`config.mk`:
```
export PLATFORM = sky130hd
export DESIGN_NAME = updown_counter_7seg
export DESIGN_NICKNAME = d
export VERILOG_FILES = /design/src/rtl/seg7_pkg.sv /design/src/rtl/seg7_hex_decoder.sv /design/src/rtl/updown_counter_7seg.sv
export SDC_FILE = /design/constraint.sdc
export NUM_CORES = 1
export LEC_CHECK = 0
export CORE_ASPECT_RATIO = 0.8
export CORE_MARGIN = 3
export CORE_UTILIZATION = 50
export DETAILED_ROUTE_END_ITERATION = 12
export GPL_TIMING_DRIVEN = 0
export PLACE_DENSITY = 0.73
export SLEW_MARGIN = 20
export SYNTH_ARGS = -nofsm -noshare
export SYNTH_HDL_FRONTEND = slang
export SYNTH_SLANG_ARGS = --single-unit
```
`constraint.sdc`:
```
create_clock -name clk -period 2.3 [get_ports clk]
set_clock_uncertainty 0.05 [all_clocks]
set_input_delay 0.575 -clock clk [delete_from_list [all_inputs] [get_ports clk]]
set_output_delay 0.575 -clock clk [all_outputs]
set_load 0.02 [all_outputs]
```
`src/rtl/seg7_pkg.sv`:
```
// Shared 7-segment definitions: segment vector type and active-low hex glyphs.
// Bit order within seg_t is {g,f,e,d,c,b,a}.
package seg7_pkg;

  typedef logic [6:0] seg_t;

  localparam seg_t SEG_HEX [16] = '{
    7'b1000000, 7'b1111001, 7'b0100100, 7'b0110000,
    7'b0011001, 7'b0010010, 7'b0000010, 7'b1111000,
    7'b0000000, 7'b0010000, 7'b0001000, 7'b0000011,
    7'b1000110, 7'b0100001, 7'b0000110, 7'b0001110
  };

  localparam seg_t SEG_BLANK = 7'b1111111;

endpackage

```
`src/rtl/seg7_hex_decoder.sv`:
```
// Combinational hex nibble to 7-segment decoder with selectable output polarity.
module seg7_hex_decoder
  import seg7_pkg::*;
#(
  parameter bit active_low = 1'b1
) (
  input  logic [3:0] hex,
  output seg_t       seg
);

  always_comb begin
    seg = active_low ? SEG_HEX[hex] : ~SEG_HEX[hex];
  end

endmodule

```
`src/rtl/updown_counter_7seg.sv`:
```
// Prescaled up/down modulo counter with clamped synchronous load, wrap pulse and
// registered multi-digit hex 7-segment outputs. Reset is synchronous, active-low.
module updown_counter_7seg
  import seg7_pkg::*;
#(
  parameter int unsigned CLK_HZ         = 50_000_000,
  parameter int unsigned TICK_HZ        = 1,
  parameter int unsigned DIGITS         = 2,
  parameter int unsigned MODULO         = 16 ** DIGITS,
  parameter bit          SEG_ACTIVE_LOW = 1'b1
) (
  input  logic                  clk,
  input  logic                  reset,
  input  logic                  en,
  input  logic                  up,
  input  logic                  load,
  input  logic [4*DIGITS-1:0]   load_val,
  output logic [4*DIGITS-1:0]   count,
  output logic                  tick,
  output logic                  wrap,
  output logic [7*DIGITS-1:0]   seg
);

  localparam int unsigned CW  = 4 * DIGITS;
  localparam int unsigned DIV = CLK_HZ / TICK_HZ;
  localparam int unsigned PW  = (DIV > 2) ? $clog2(DIV) : 1;

  localparam logic [PW-1:0] PRESC_MAX = PW'(DIV - 1);
  localparam logic [CW-1:0] COUNT_MAX = CW'(MODULO - 1);

  localparam seg_t                SEG_ZERO  = SEG_ACTIVE_LOW ? SEG_HEX[0] : ~SEG_HEX[0];
  localparam logic [7*DIGITS-1:0] SEG_RESET = {DIGITS{SEG_ZERO}};

  if (DIV < 2) begin : g_div_err
    $error("updown_counter_7seg: CLK_HZ/TICK_HZ must be at least 2");
  end
  if (CLK_HZ % TICK_HZ != 0) begin : g_int_err
    $error("updown_counter_7seg: CLK_HZ must be an integer multiple of TICK_HZ");
  end
  if (MODULO < 2 || MODULO > 16 ** DIGITS) begin : g_mod_err
    $error("updown_counter_7seg: MODULO must lie in 2..16**DIGITS");
  end

  logic [PW-1:0]       presc_q, presc_d;
  logic [CW-1:0]       count_q, count_d;
  logic                tick_q, tick_d;
  logic                wrap_q, wrap_d;
  logic [7*DIGITS-1:0] seg_q, seg_d;
  logic                step;

  assign step = en && (presc_q == PRESC_MAX);

  always_comb begin
    presc_d = presc_q;
    count_d = count_q;
    tick_d  = 1'b0;
    wrap_d  = 1'b0;
    // Load overrides a coincident step, suppressing both tick and wrap.
    if (load) begin
      presc_d = '0;
      count_d = (load_val > COUNT_MAX) ? COUNT_MAX : load_val;
    end else if (step) begin
      presc_d = '0;
      tick_d  = 1'b1;
      if (up) begin
        if (count_q == COUNT_MAX) begin
          count_d = '0;
          wrap_d  = 1'b1;
        end else begin
          count_d = count_q + 1'b1;
        end
      end else begin
        if (count_q == '0) begin
          count_d = COUNT_MAX;
          wrap_d  = 1'b1;
        end else begin
          count_d = count_q - 1'b1;
        end
      end
    end else if (en) begin
      presc_d = presc_q + 1'b1;
    end
  end

  for (genvar i = 0; i < DIGITS; i++) begin : g_digit
    seg7_hex_decoder #(
      .active_low (SEG_ACTIVE_LOW)
    ) u_dec (
      .hex (count_q[4*i +: 4]),
      .seg (seg_d[7*i +: 7])
    );
  end

  always_ff @(posedge clk) begin
    if (!reset) begin
      presc_q <= '0;
      count_q <= '0;
      tick_q  <= 1'b0;
      wrap_q  <= 1'b0;
      seg_q   <= SEG_RESET;
    end else begin
      presc_q <= presc_d;
      count_q <= count_d;
      tick_q  <= tick_d;
      wrap_q  <= wrap_d;
      seg_q   <= seg_d;
    end
  end

  assign count = count_q;
  assign tick  = tick_q;
  assign wrap  = wrap_q;
  assign seg   = seg_q;

endmodule

```
==> summary.md, run 1 <==
| Metric | Value |
|---|---|
| Worst slew margin | `between 60% and 70%` |
| H-tree depth | `2` |
| Max layer used | `met4` |
| Startpoint Class | `input pin` |
| Antenna viol nets, final | `0` |
| Crit end category | `flip-flop` |
| All-Layer GR Usage | `approximately 21%` |
| Mapped Cells | `approximately 330` |
| Synth Warn # | `0` |
| Starting DRT DRC Count | `140` |
| Critical setup path kind | `input pin to flip-flop` |
| Slew at the pin closest to its max-slew limit | `0.5386 ns` |
| CTS Hold Buffers Added | `0` |
| Crit-path leading delay family | `simple AND/OR/NAND/NOR gates` |
| Final #Nets | `a little under 400` |
| Multi-input gate area in the final layout | `1699 um2` |
| GRT overflow | `0` |
| Post-synth EDFFs | `0` |
| Post-Syn Nets | `351` |
| Core Box Area | `around 5200 um2` |
| Final setup margin | `approximately 0.11 ns` |
| Area growth syn-to-layout | `19.13%` |
| Final period util | `between 90% and 100%` |
| Initial antenna violation count | `0` |
| I/O pin cnt | `37` |
| Met2 wire length | `around 2.7 mm` |
| Max stage delay on crit path | `0.54 ns` |
| Worst-path cell chain | `clkdlybuf4s50_1, nor3_4, a32oi_1, or4b_1, o211ai_1, a21boi_1` |
| Port bufs | `35` |
| Fmax | `0.4567 GHz` |
| Pwr Density | `about 530 nW/um2` |
| Final min period | `roughly 2.2 ns` |
| Die H | `approximately 73 um` |
| Drt drc | `0` |
| Critical path arrival | `roughly 2.3 ns` |
| Final GP Congestion | `approximately 0.86` |
| R2R Setup Slk | `0.15 ns` |
| Commonest non-fill, non-tap cell in the layout | `dfxtp_1` |
| Vias post-DR | `between 2,000 and 3,000` |
| Commonest non-fill, non-tap cells in the layout | `47 x dfxtp_1, 36 x nor2_1, 35 x clkdlybuf4s50_1` |
| CP max stage cell | `clkdlybuf4s50_1` |
| # Post-CTS Setup Buffers | `0` |
| Final setup viols | `0` |
| Die W | `90.14 um` |
| CTS tree | `yes` |
| Max VDD drop | `between 0.0002 and 0.0003 V` |
| Top_reg_cell synth | `dfxtp_1` |
| Num CTS Buffers | `5` |
| Post-DP HPWL | `~4.9 mm` |
| Vias per cell | `5.713` |
| Wire length on met1 | `approximately 3.5 mm` |
| Largest fanout on the critical path | `8` |
| First-pass GRT wire length | `around 11 mm` |
| Met3 wire length | `367 um` |
| Syn avg cell area | `roughly 8.7 um2` |
| Row cnt | `23` |
| Final hold violation count | `0` |
| Worst min path class | `flip-flop to flip-flop` |
| Sequential area share after synthesis | `between 30% and 40%` |
| Initial core utilization | `a little over half` |
| Largest net degree at the start of global routing | `17` |
| Pre-CTS setup slack | `-0.1638 ns` |
| Unique masters post-synth | `56` |
| Number of buffers and inverters on the critical path | `1` |
| Unrepaired setup endpoints after global routing | `no` |
| Clock transition at path regs | `around 0.09 ns` |
| Leak Pwr | `between 1 and 1.5 nW` |
| Data required, critical path | `between 2 and 2.5 ns` |
| Clock Path Buffers | `2` |
| FILL cells | `467` |
| Synthesized area | `around 2800 um2` |
| Tot Pwr | `1.791 mW` |
| Routed len/inst | `around 15 um` |
| Flip-flop and latch area | `1005 um2` |
| Clk_lat worst skew | `about 0.30 ns` |
| Root Buffer | `clkbuf_8` |
| DRT Pass-1 Iters | `4` |
| Ant diodes | `0` |
| Yosys reg bits | `50` |
| Slew Viols, Final | `0` |
| Vias in the first global route | `between 2,000 and 2,500` |
| Ys async rst share | `0%` |
| Routed WL | `about 6.6 mm` |
| Max_cap viols | `0` |
| Die area | `between 6000 and 7000 um2` |
| Outcome | `complete, no violations` |
| Clock sink count | `50` |
| Share of post-route cells with drive strength above 1 | `9.783%` |
tightest hold or removal path: cells and delay by family (launching register included):
| family | cells | cell delay (ns) |
|---|---|---|
| AO/OA/AOI/OAI | 2 | 0.13 |
| flip-flops | 1 | 0.33 |
registers in the layout, summed over array words and instances, names as in the netlist:
register / count
wrap: 1
presc_q: 26
tick: 1
seg: 14
count: 8
power by group:
group / internal [mW] / total (mW) / switching (mW)
logic: 0.154 / 0.349 / 0.195
clock network: 0.214 / 0.520 / 0.305
registers: 0.896 / 0.922 / 0.0265
total: 1.26 / 1.79 / 0.526
final cells by class:
type,count,area share [%]
tap,75,2.782
timing repair buffer,35,10.39
clock buffer,5,2.040
buffer,17,2.782
multi-input combinational,247,50.37
inverter,11,1.224
clock inverter,3,0.6306
sequential,50,29.78
path summary, 6_finish.rpt:
kind / from / to / cells past startpoint
worst max-delay path: up / count[6]$_SDFFE_PN0P_ / 6
worst min register to register: presc_q[25]$_SDFFE_PP0P_ / presc_q[25]$_SDFFE_PP0P_ / 2
worst min-delay path: presc_q[25]$_SDFFE_PP0P_ / presc_q[25]$_SDFFE_PP0P_ / 2
worst max register to register: count[1]$_SDFFE_PN0P_ / count[4]$_SDFFE_PN0P_ / 6
metrics by stage:
stage,instances,hold slack (ns),instance area [um2],utilization (%),setup TNS [ns]
after floorplan,325,0.3973,2831,-,0
after CTS,443,0.4523,3366,64.26,0
after global routing,443,0.4929,3373,64.41,0
final,443,0.4488,3373,64.41,0
after global placement,435,0.4184,3276,62.54,-0.4842
after detailed placement,435,0.4364,3276,62.54,-0.4837
synthesized netlist by cell type, types with 4 or more instances:
| cell type | n | area share (%) |
|---|---|---|
| dfxtp_1 | 50 | 35 |
| nor2_1 | 36 | 4.8 |
| nand2_1 | 27 | 3.6 |
| xor2_1 | 19 | 5.9 |
| nand3_1 | 16 | 2.8 |
| o21ai_0 | 15 | 2.7 |
| ha_1 | 13 | 5.7 |
| inv_1 | 11 | 1.5 |
| nand4_1 | 11 | 2.4 |
| o22ai_1 | 9 | 2.0 |
| a21oi_1 | 8 | 1.4 |
| and3_1 | 8 | 1.8 |
| clkbuf_1 | 8 | 1.1 |
| mux2i_1 | 7 | 2.5 |
| and2_1 | 6 | 1.3 |
| xnor2_1 | 6 | 1.9 |
| nor2b_1 | 4 | 0.88 |
| nor3_1 | 4 | 0.71 |
| o211ai_1 | 4 | 1.1 |
layer usage:
metal	track usage, %	vias to the layer above
li1	-	1260
met1	30.34	1194
met2	31.54	73
met3	4.606	4
met4	3.735	0
met5	0	-
cells by family (layout without fill, tap and decap cells):
logic type,after synthesis,after routing,synth area share (%)
AOI/OAI and AO/OA,64,64,15.51
xor gates and xnor gates,25,25,7.733
adders and majority gates,13,13,5.745
buffers and inverters,28,71,4.772
DFF,50,50,35.35
muxes,10,10,4.065
and+or+nand+nor,135,135,26.82
what timing repair did:
item | 4_1_cts | 5_1_grt
resized for setup | 1 | 4
pin swaps | 0 | 0
setup endpoints to repair | 1 | 3
Note: power is estimated with default switching activity, not from simulation.
==> run 2: changes to the inputs <==
--- a/config.mk
+++ b/config.mk
@@ -14,4 +14,5 @@
 export SLEW_MARGIN = 20
 export SYNTH_ARGS = -nofsm -noshare
 export SYNTH_HDL_FRONTEND = slang
+export SYNTH_HIERARCHICAL = 1
 export SYNTH_SLANG_ARGS = --single-unit
==> run 2 against run 1 <==
Via count down 4.5%. Die area decreased by 0.49%. Critical path depth did not move. Final area is 1.6% higher. Core utilization up 1.4 points. Non-clock buffer count unchanged. Sequential share of layout area is 0.33 points lower. Global-route usage fell by 2.5 points. Fmax decreased by 2.6%. Combinational power decreased by 8.0%. Setup slack got worse by 0.059 ns.
==> summary.md, run 2 <==
| Metric | Value |
|---|---|
| Post-Syn Nets | `365 (+4.0%)` |
| Ant diodes | `0 (unchanged)` |
| Die W | `89.91 um (-0.25%)` |
| Met2 Resource Use GR | `28.67% (-2.9 points)` |
| Placed Cells | `445 (+2.3%)` |
| Area growth syn-to-layout | `21.72%` |
| I/O pin cnt | `37 (unchanged)` |
| Critical path arrival | `2.39 ns (+0.06 ns)` |
| Post-Layout Cell Count | `455 (+2.7%)` |
| Outcome | `complete, no violations` |
| Clock Path Buffers | `2 (unchanged)` |
| Final period util | `97.77% (+2.6 points)` |
| Mapped Cells | `334 (+2.8%)` |
| Ys async rst share | `0% (unchanged)` |
| Startpoint Class | `input pin` |
| Yosys reg bits | `50 (unchanged)` |
| Worst reg2reg startpoint | `presc_q[1]$_SDFFE_PP0P_` |
| Final Util | `65.82% (+1.4 points)` |
| Vias in the first global route | `2,152 (-5.3%)` |
| Max VDD drop | `0.0003507 V (+22%)` |
| Ranking of synthesized cells by area | `dfxtp_1 36%, ha_1 8.0%, nor2_1 5.9%` |
| Data required, critical path | `2.45 ns (about the same)` |
| Post-synth top cells | `50 x dfxtp_1, 44 x nor2_1, 26 x nand2_1` |
| Final setup viols | `0 (unchanged)` |
| Slew Viols, Final | `0 (unchanged)` |
| Row cnt | `23 (unchanged)` |
| Vias per cell | `5.312 (-7.0%)` |
| Core Box Area | `5209 um2 (-0.55%)` |
| Routed WL | `6.021 mm (-8.8%)` |
| Final min period | `2.249 ns (+0.05917 ns)` |
| R2R cell count | `5 (-1)` |
| All-Layer GR Usage | `18.13% (-2.5 points)` |
| CTS tree | `yes` |
| M1 GR Usage | `24.89% (-5.5 points)` |
| Largest reg by FF count | `presc_q` |
| Post-synth top area share | `35.54% (+0.19 points)` |
| Sequential area share after synthesis | `35.54% (+0.19 points)` |
| Final #Nets | `410 (+4.3%)` |
| Largest fanout on the critical path | `10 (+2)` |
| Unique masters post-synth | `51 (-8.9%)` |
| Top_reg_cell synth | `dfxtp_1` |
| Routed len/inst | `13.23 um (-11%)` |
| Area leader, netlist | `dfxtp_1` |
| Die area | `6575 um2 (-0.49%)` |
| Commonest non-fill, non-tap cell in the layout | `nor2_1` |
| GRT overflow | `0 (unchanged)` |
| Antenna viol nets, final | `0 (unchanged)` |
| CTS Hold Buffers Added | `0 (unchanged)` |
| Num CTS Buffers | `5 (unchanged)` |
| FILL cells | `464 (-0.64%)` |
| Largest net degree at the start of global routing | `16 (-1)` |
| Placed inst area | `3271 um2 (-0.15%)` |
| Syn avg cell area | `8.432 um2 (-3.2%)` |
| Final GP Congestion | `0.8558 (about the same)` |
| Initial core utilization | `54.07% (about the same)` |
| Starting DRT DRC Count | `95 (-32%)` |
| Hold Crit Endpoint | `presc_q[23]$_SDFFE_PP0P_` |
| Clock transition at path regs | `0.09 ns (about the same)` |
| Post-synth EDFFs | `0 (unchanged)` |
| Die H | `73.13 um (-0.24%)` |
| Hold Startpoint | `presc_q[23]$_SDFFE_PP0P_` |
| Worst min path class | `flip-flop to flip-flop` |
| First-pass GRT wire length | `9.818 mm (-12%)` |
| Vias post-DR | `2,417 (-4.5%)` |
| H-tree depth | `2 (unchanged)` |
| Worst slew margin | `37.43% (-27 points)` |
| Share of post-route cells with drive strength above 1 | `8.947% (-0.84 points)` |
| Fmax | `0.4447 GHz (-2.6%)` |
| Clock sink count | `50 (unchanged)` |
| Design area | `3428 um2 (+1.6%)` |
| Final hold violation count | `0 (unchanged)` |
| Max reg flops | `26 (unchanged)` |
| Gr busiest metal | `met2` |
| Leak Pwr | `1.222 nW (-2.0%)` |
| Initial antenna violation count | `0 (unchanged)` |
| Count leader, synth | `dfxtp_1` |
| Reg2Reg Capture Point | `presc_q[25]$_SDFFE_PP0P_` |
| Drt drc | `0 (unchanged)` |
| Multi-input gate area in the final layout | `1718 um2 (+1.1%)` |
| Tot Pwr | `1.856 mW (+3.6%)` |
| Met3 Usage GRT | `4.021% (-0.59 points)` |
| Pwr Density | `541.3 nW/um2 (+2.0%)` |
| Slew at the pin closest to its max-slew limit | `0.9300 ns (+0.3914 ns)` |
| Setup tns final | `0 ns (unchanged)` |
| Hold path cells | `2 (unchanged)` |
| Flip-flop and latch area | `1010 um2 (+0.50%)` |
| R2R Setup Slk | `0.09 ns (-0.06 ns)` |
| Port bufs | `36 (+2.9%)` |
| Commonest non-fill, non-tap cells in the layout | `44 x nor2_1, 43 x dfxtp_1, 35 x clkdlybuf4s50_1` |
| Post-DP HPWL | `4.323 mm (-11%)` |
| Synthesized area | `2816 um2 (-0.53%)` |
| Clk_lat worst skew | `0.30 ns (about the same)` |
| Critical setup path kind | `input pin to flip-flop` |
| DRT Pass-1 Iters | `4 (unchanged)` |
| Synth Warn # | `6 (+6)` |
| Max_cap viols | `0 (unchanged)` |
| Unrepaired setup endpoints after global routing | `yes` |
| Root Buffer | `clkbuf_8` |
| Crit end category | `flip-flop` |
## run 2: worst max-delay path by stage
stage                          startpoint  depth (start not counted)                        to
floorplan                              en                          5  presc_q[23]$_SDFFE_PP0P_
global placement                       en                          7   presc_q[1]$_SDFFE_PP0P_
detailed placement                     en                          6  presc_q[25]$_SDFFE_PP0P_
CTS                 count[0]$_SDFFE_PN0P_                          1                  count[0]
global route                           up                          6     count[3]$_SDFFE_PN0P_
finish                                 up                          6     count[3]$_SDFFE_PN0P_
## run 2: metrics by stage
stage          setup slack, ns  hold slack, ns
2_1_floorplan          0.04664          0.4034
3_3_place_gp           -0.6889          0.4166
3_5_place_dp           -0.7466          0.4329
4_1_cts               0.004446          0.4477
5_1_grt               -0.09216          0.4892
6_report               0.05120          0.4454
## run 2: worst max-delay path, stage by stage
cell	delay (ns)
clkdlybuf4s50_1	0.49
clkbuf_1	0.36
nor4_1	0.12
a21oi_1	0.37
o21ai_0	0.17
a221o_1	0.31
## run 2: cells by family after synthesis
kind of cell	after synthesis	share of synthesized area [%]
AO/OA/AOI/OAI	52	12.35
XOR/XNOR	25	7.774
adder cells (fa/ha/maj)	18	7.997
buffers and inverters	28	4.398
flip-flops	50	35.54
multiplexers	11	4.398
AND/OR/NAND/NOR	150	27.54
## run 2: power breakdown
group,internal (mW),total [mW],switching (mW)
clock network,0.325,0.608,0.283
registers,0.893,0.928,0.0341
logic,0.154,0.321,0.166
total,1.37,1.86,0.483
## run 2: routing by layer
layer  routed length (um)  part of all wire [%]
met5                    0                     0
met4                   48                  0.80
met3                  356                   5.9
met2                 2530                    42
met1                 3085                    51
## run 2: layout make-up
class | count | share of cell area (%)
sequential | 50 | 29.45
clock inverter | 2 | 1.095
inverter | 14 | 1.533
timing repair buffer | 38 | 10.80
tap | 75 | 2.737
clock buffer | 6 | 2.117
buffer | 14 | 2.153
multi-input combinational | 256 | 50.11
## run 2: repair_timing
action                     4_1_cts  5_1_grt
setup endpoints to repair       33       35
pin swaps                        0        1
buffers inserted                 0        2
gates resized for setup          7       10
==> run 3: changes to the inputs <==
--- a/config.mk
+++ b/config.mk
@@ -7,10 +7,10 @@
 export LEC_CHECK = 0
 export CORE_ASPECT_RATIO = 0.8
 export CORE_MARGIN = 3
-export CORE_UTILIZATION = 50
+export CORE_UTILIZATION = 35
 export DETAILED_ROUTE_END_ITERATION = 12
 export GPL_TIMING_DRIVEN = 0
-export PLACE_DENSITY = 0.73
+export MAX_ROUTING_LAYER = met4
 export SLEW_MARGIN = 20
 export SYNTH_ARGS = -nofsm -noshare
 export SYNTH_HDL_FRONTEND = slang
==> run 3 against run 2 <==
Register-to-register slack improved by 0.02 ns. Largest cell class unchanged. Cell count increased by 6.6%. Final area increased by 1.4%. Sequential power about the same. Die area increased by 39%. Global-route usage decreased by 3.7 points. Fmax increased by 2.3%.
==> summary.md, run 3 (synthesis gave the netlist of run 2 again) <==
| Metric | Value |
|---|---|
| Slew Viols, Final | `0 (unchanged)` |
| Final hold violation count | `0 (unchanged)` |
| DRT Pass-1 Iters | `4 (unchanged)` |
| Commonest non-fill, non-tap cells in the layout | `44 x nor2_1, 42 x dfxtp_1, 35 x clkdlybuf4s50_1` |
| Design area | `3477 um2 (+1.4%)` |
| Clk_lat worst skew | `0.30 ns (about the same)` |
| Routed WL | `6.193 mm (+2.9%)` |
| Slew at the pin closest to its max-slew limit | `0.7252 ns (-0.2048 ns)` |
| Vias per cell | `4.975 (-6.3%)` |
| Final Util | `45.74% (-20 points)` |
| Row cnt | `28 (+22%)` |
| Area growth syn-to-layout | `23.46%` |
| Hold path cells | `2 (unchanged)` |
| Crit end category | `flip-flop` |
| Hold Startpoint | `presc_q[23]$_SDFFE_PP0P_` |
| Met3 Usage GRT | `2.904% (-1.1 points)` |
| Routed len/inst | `12.77 um (-3.5%)` |
| Max_cap viols | `0 (unchanged)` |
| Startpoint Class | `input pin` |
| Antenna viol nets, final | `0 (unchanged)` |
| Number of buffers and inverters on the critical path | `1 (-1)` |
| Max reg flops | `26 (unchanged)` |
| Final min period | `2.199 ns (-0.04974 ns)` |
| First-pass GRT wire length | `10.61 mm (+8.1%)` |
| Met2 Resource Use GR | `20.87% (-7.8 points)` |
| Crit. Startpoint | `en` |
| Largest net degree at the start of global routing | `16 (unchanged)` |
| CTS Hold Buffers Added | `0 (unchanged)` |
| Starting DRT DRC Count | `156 (+64%)` |
| Max VDD drop | `0.0002571 V (-27%)` |
| Vias in the first global route | `2,251 (+4.6%)` |
| Placed inst area | `3308 um2 (+1.1%)` |
| Critical path arrival | `2.38 ns (about the same)` |
| Clock sink count | `50 (unchanged)` |
| Data required, critical path | `2.48 ns (+0.03 ns)` |
| Final period util | `95.61% (-2.2 points)` |
| Core Box Area | `7602 um2 (+46%)` |
| Fmax | `0.4547 GHz (+2.3%)` |
| Drt drc | `0 (unchanged)` |
| Setup tns final | `0 ns (unchanged)` |
| Outcome | `complete, no violations` |
| Clock Path Buffers | `2 (unchanged)` |
| Ant diodes | `0 (unchanged)` |
| Initial core utilization | `37.05% (-17 points)` |
| Unrepaired setup endpoints after global routing | `no` |
| Post-DP HPWL | `4.571 mm (+5.7%)` |
| Final setup viols | `0 (unchanged)` |
| Most frequent cell on the critical path | `or4_4` |
| M1 GR Usage | `21.01% (-3.9 points)` |
| H-tree depth | `2 (unchanged)` |
| CP max stage cell | `or4_4` |
| Vias post-DR | `2,413 (-0.17%)` |
| Final GP Congestion | `0.8709 (+1.8%)` |
| Num CTS Buffers | `5 (unchanged)` |
| FILL cells | `763 (+64%)` |
| Worst slew margin | `51.21% (+14 points)` |
| Die H | `86.24 um (+18%)` |
| Tot Pwr | `1.870 mW (+0.79%)` |
| Share of post-route cells with drive strength above 1 | `10.00% (+1.1 points)` |
| Largest reg by FF count | `presc_q` |
| R2R cell count | `5 (unchanged)` |
| Crit path depth | `6 (unchanged)` |
| Leak Pwr | `1.228 nW (+0.48%)` |
| Clock transition at path regs | `0.09 ns (about the same)` |
| CTS tree | `yes` |
| Gr busiest metal | `met1` |
| GRT overflow | `0 (unchanged)` |
| Root Buffer | `clkbuf_8` |
| Die area | `9166 um2 (+39%)` |
| Pwr Density | `537.9 nW/um2 (-0.62%)` |
| I/O pin cnt | `37 (unchanged)` |
| Commonest non-fill, non-tap cell in the layout | `nor2_1` |
| Max stage delay on crit path | `0.53 ns (+0.04 ns)` |
| Final #Nets | `410 (unchanged)` |
| Crit-path leading delay family | `simple AND/OR/NAND/NOR gates` |
| Worst hold slack | `0.4371 ns (-0.008307 ns)` |
| Worst-path cell chain | `buf_2, nand4_4, or4_4, or4_4, or3_1, a21oi_1` |
| Port bufs | `36 (unchanged)` |
| Critical setup path kind | `input pin to flip-flop` |
| Worst reg2reg startpoint | `presc_q[1]$_SDFFE_PP0P_` |
| Largest fanout on the critical path | `5 (-5)` |
| Initial antenna violation count | `0 (unchanged)` |
| Worst min path class | `flip-flop to flip-flop` |
| Die W | `106.3 um (+18%)` |
| All-Layer GR Usage | `14.48% (-3.7 points)` |
run 3: cell counts in the layout (fill, tap and decap cells not counted):
Identical to the previous run, type by type.
run 3: power breakdown:
part	leakage (nW)	internal [mW]	switching, mW	total [mW]
clock	0.0514	0.325	0.295	0.620
combinational	0.767	0.156	0.166	0.322
sequential	0.410	0.894	0.0343	0.928
total	1.23	1.37	0.495	1.87
run 3: final timing paths:
kind                               to  slack, ns
min reg2reg  presc_q[23]$_SDFFE_PP0P_       0.44
max reg2reg  presc_q[23]$_SDFFE_PP0P_       0.11
min          presc_q[23]$_SDFFE_PP0P_       0.44
max          presc_q[23]$_SDFFE_PP0P_       0.10
run 3: timing repair:
item | 4_1_cts | 5_1_grt
setup buffers | 2 | 0
pin swaps | 1 | 0
gates cloned | 0 | 0
gates resized for setup | 8 | 15
setup endpoints to repair | 34 | 16
run 3: per-stage QoR:
step	std cells	worst slack, ns
2_1_floorplan	334	0.04664
3_3_place_gp	475	-0.7544
3_5_place_dp	475	-0.7368
4_1_cts	485	0.0004430
5_1_grt	485	0.009559
6_report	485	0.1009
run 3: cell type report:
class                   count  area (um2)  area share, %
multi-input cells         256        1727          49.66
flip-flops and latches     50        1011          29.08
repair buffers             38       370.4          10.65
well taps                 105       131.4          3.778
plain buffers              14       75.07          2.159
clock buffers               6       72.57          2.087
inverters                  14       52.55          1.511
clock inverters             2       37.54          1.080
run 3: worst min-delay path, stage by stage, from the launching register on:
cell	delay, ns
dfxtp_1	0.32
o21ai_0	0.07
a21oi_1	0.06
run 3: routing by layer:
metal	routed length, um	up-vias
met5	0	-
met3	316	5
met1	3298	1104
met4	40	0
met2	2537	48
li1	-	1256
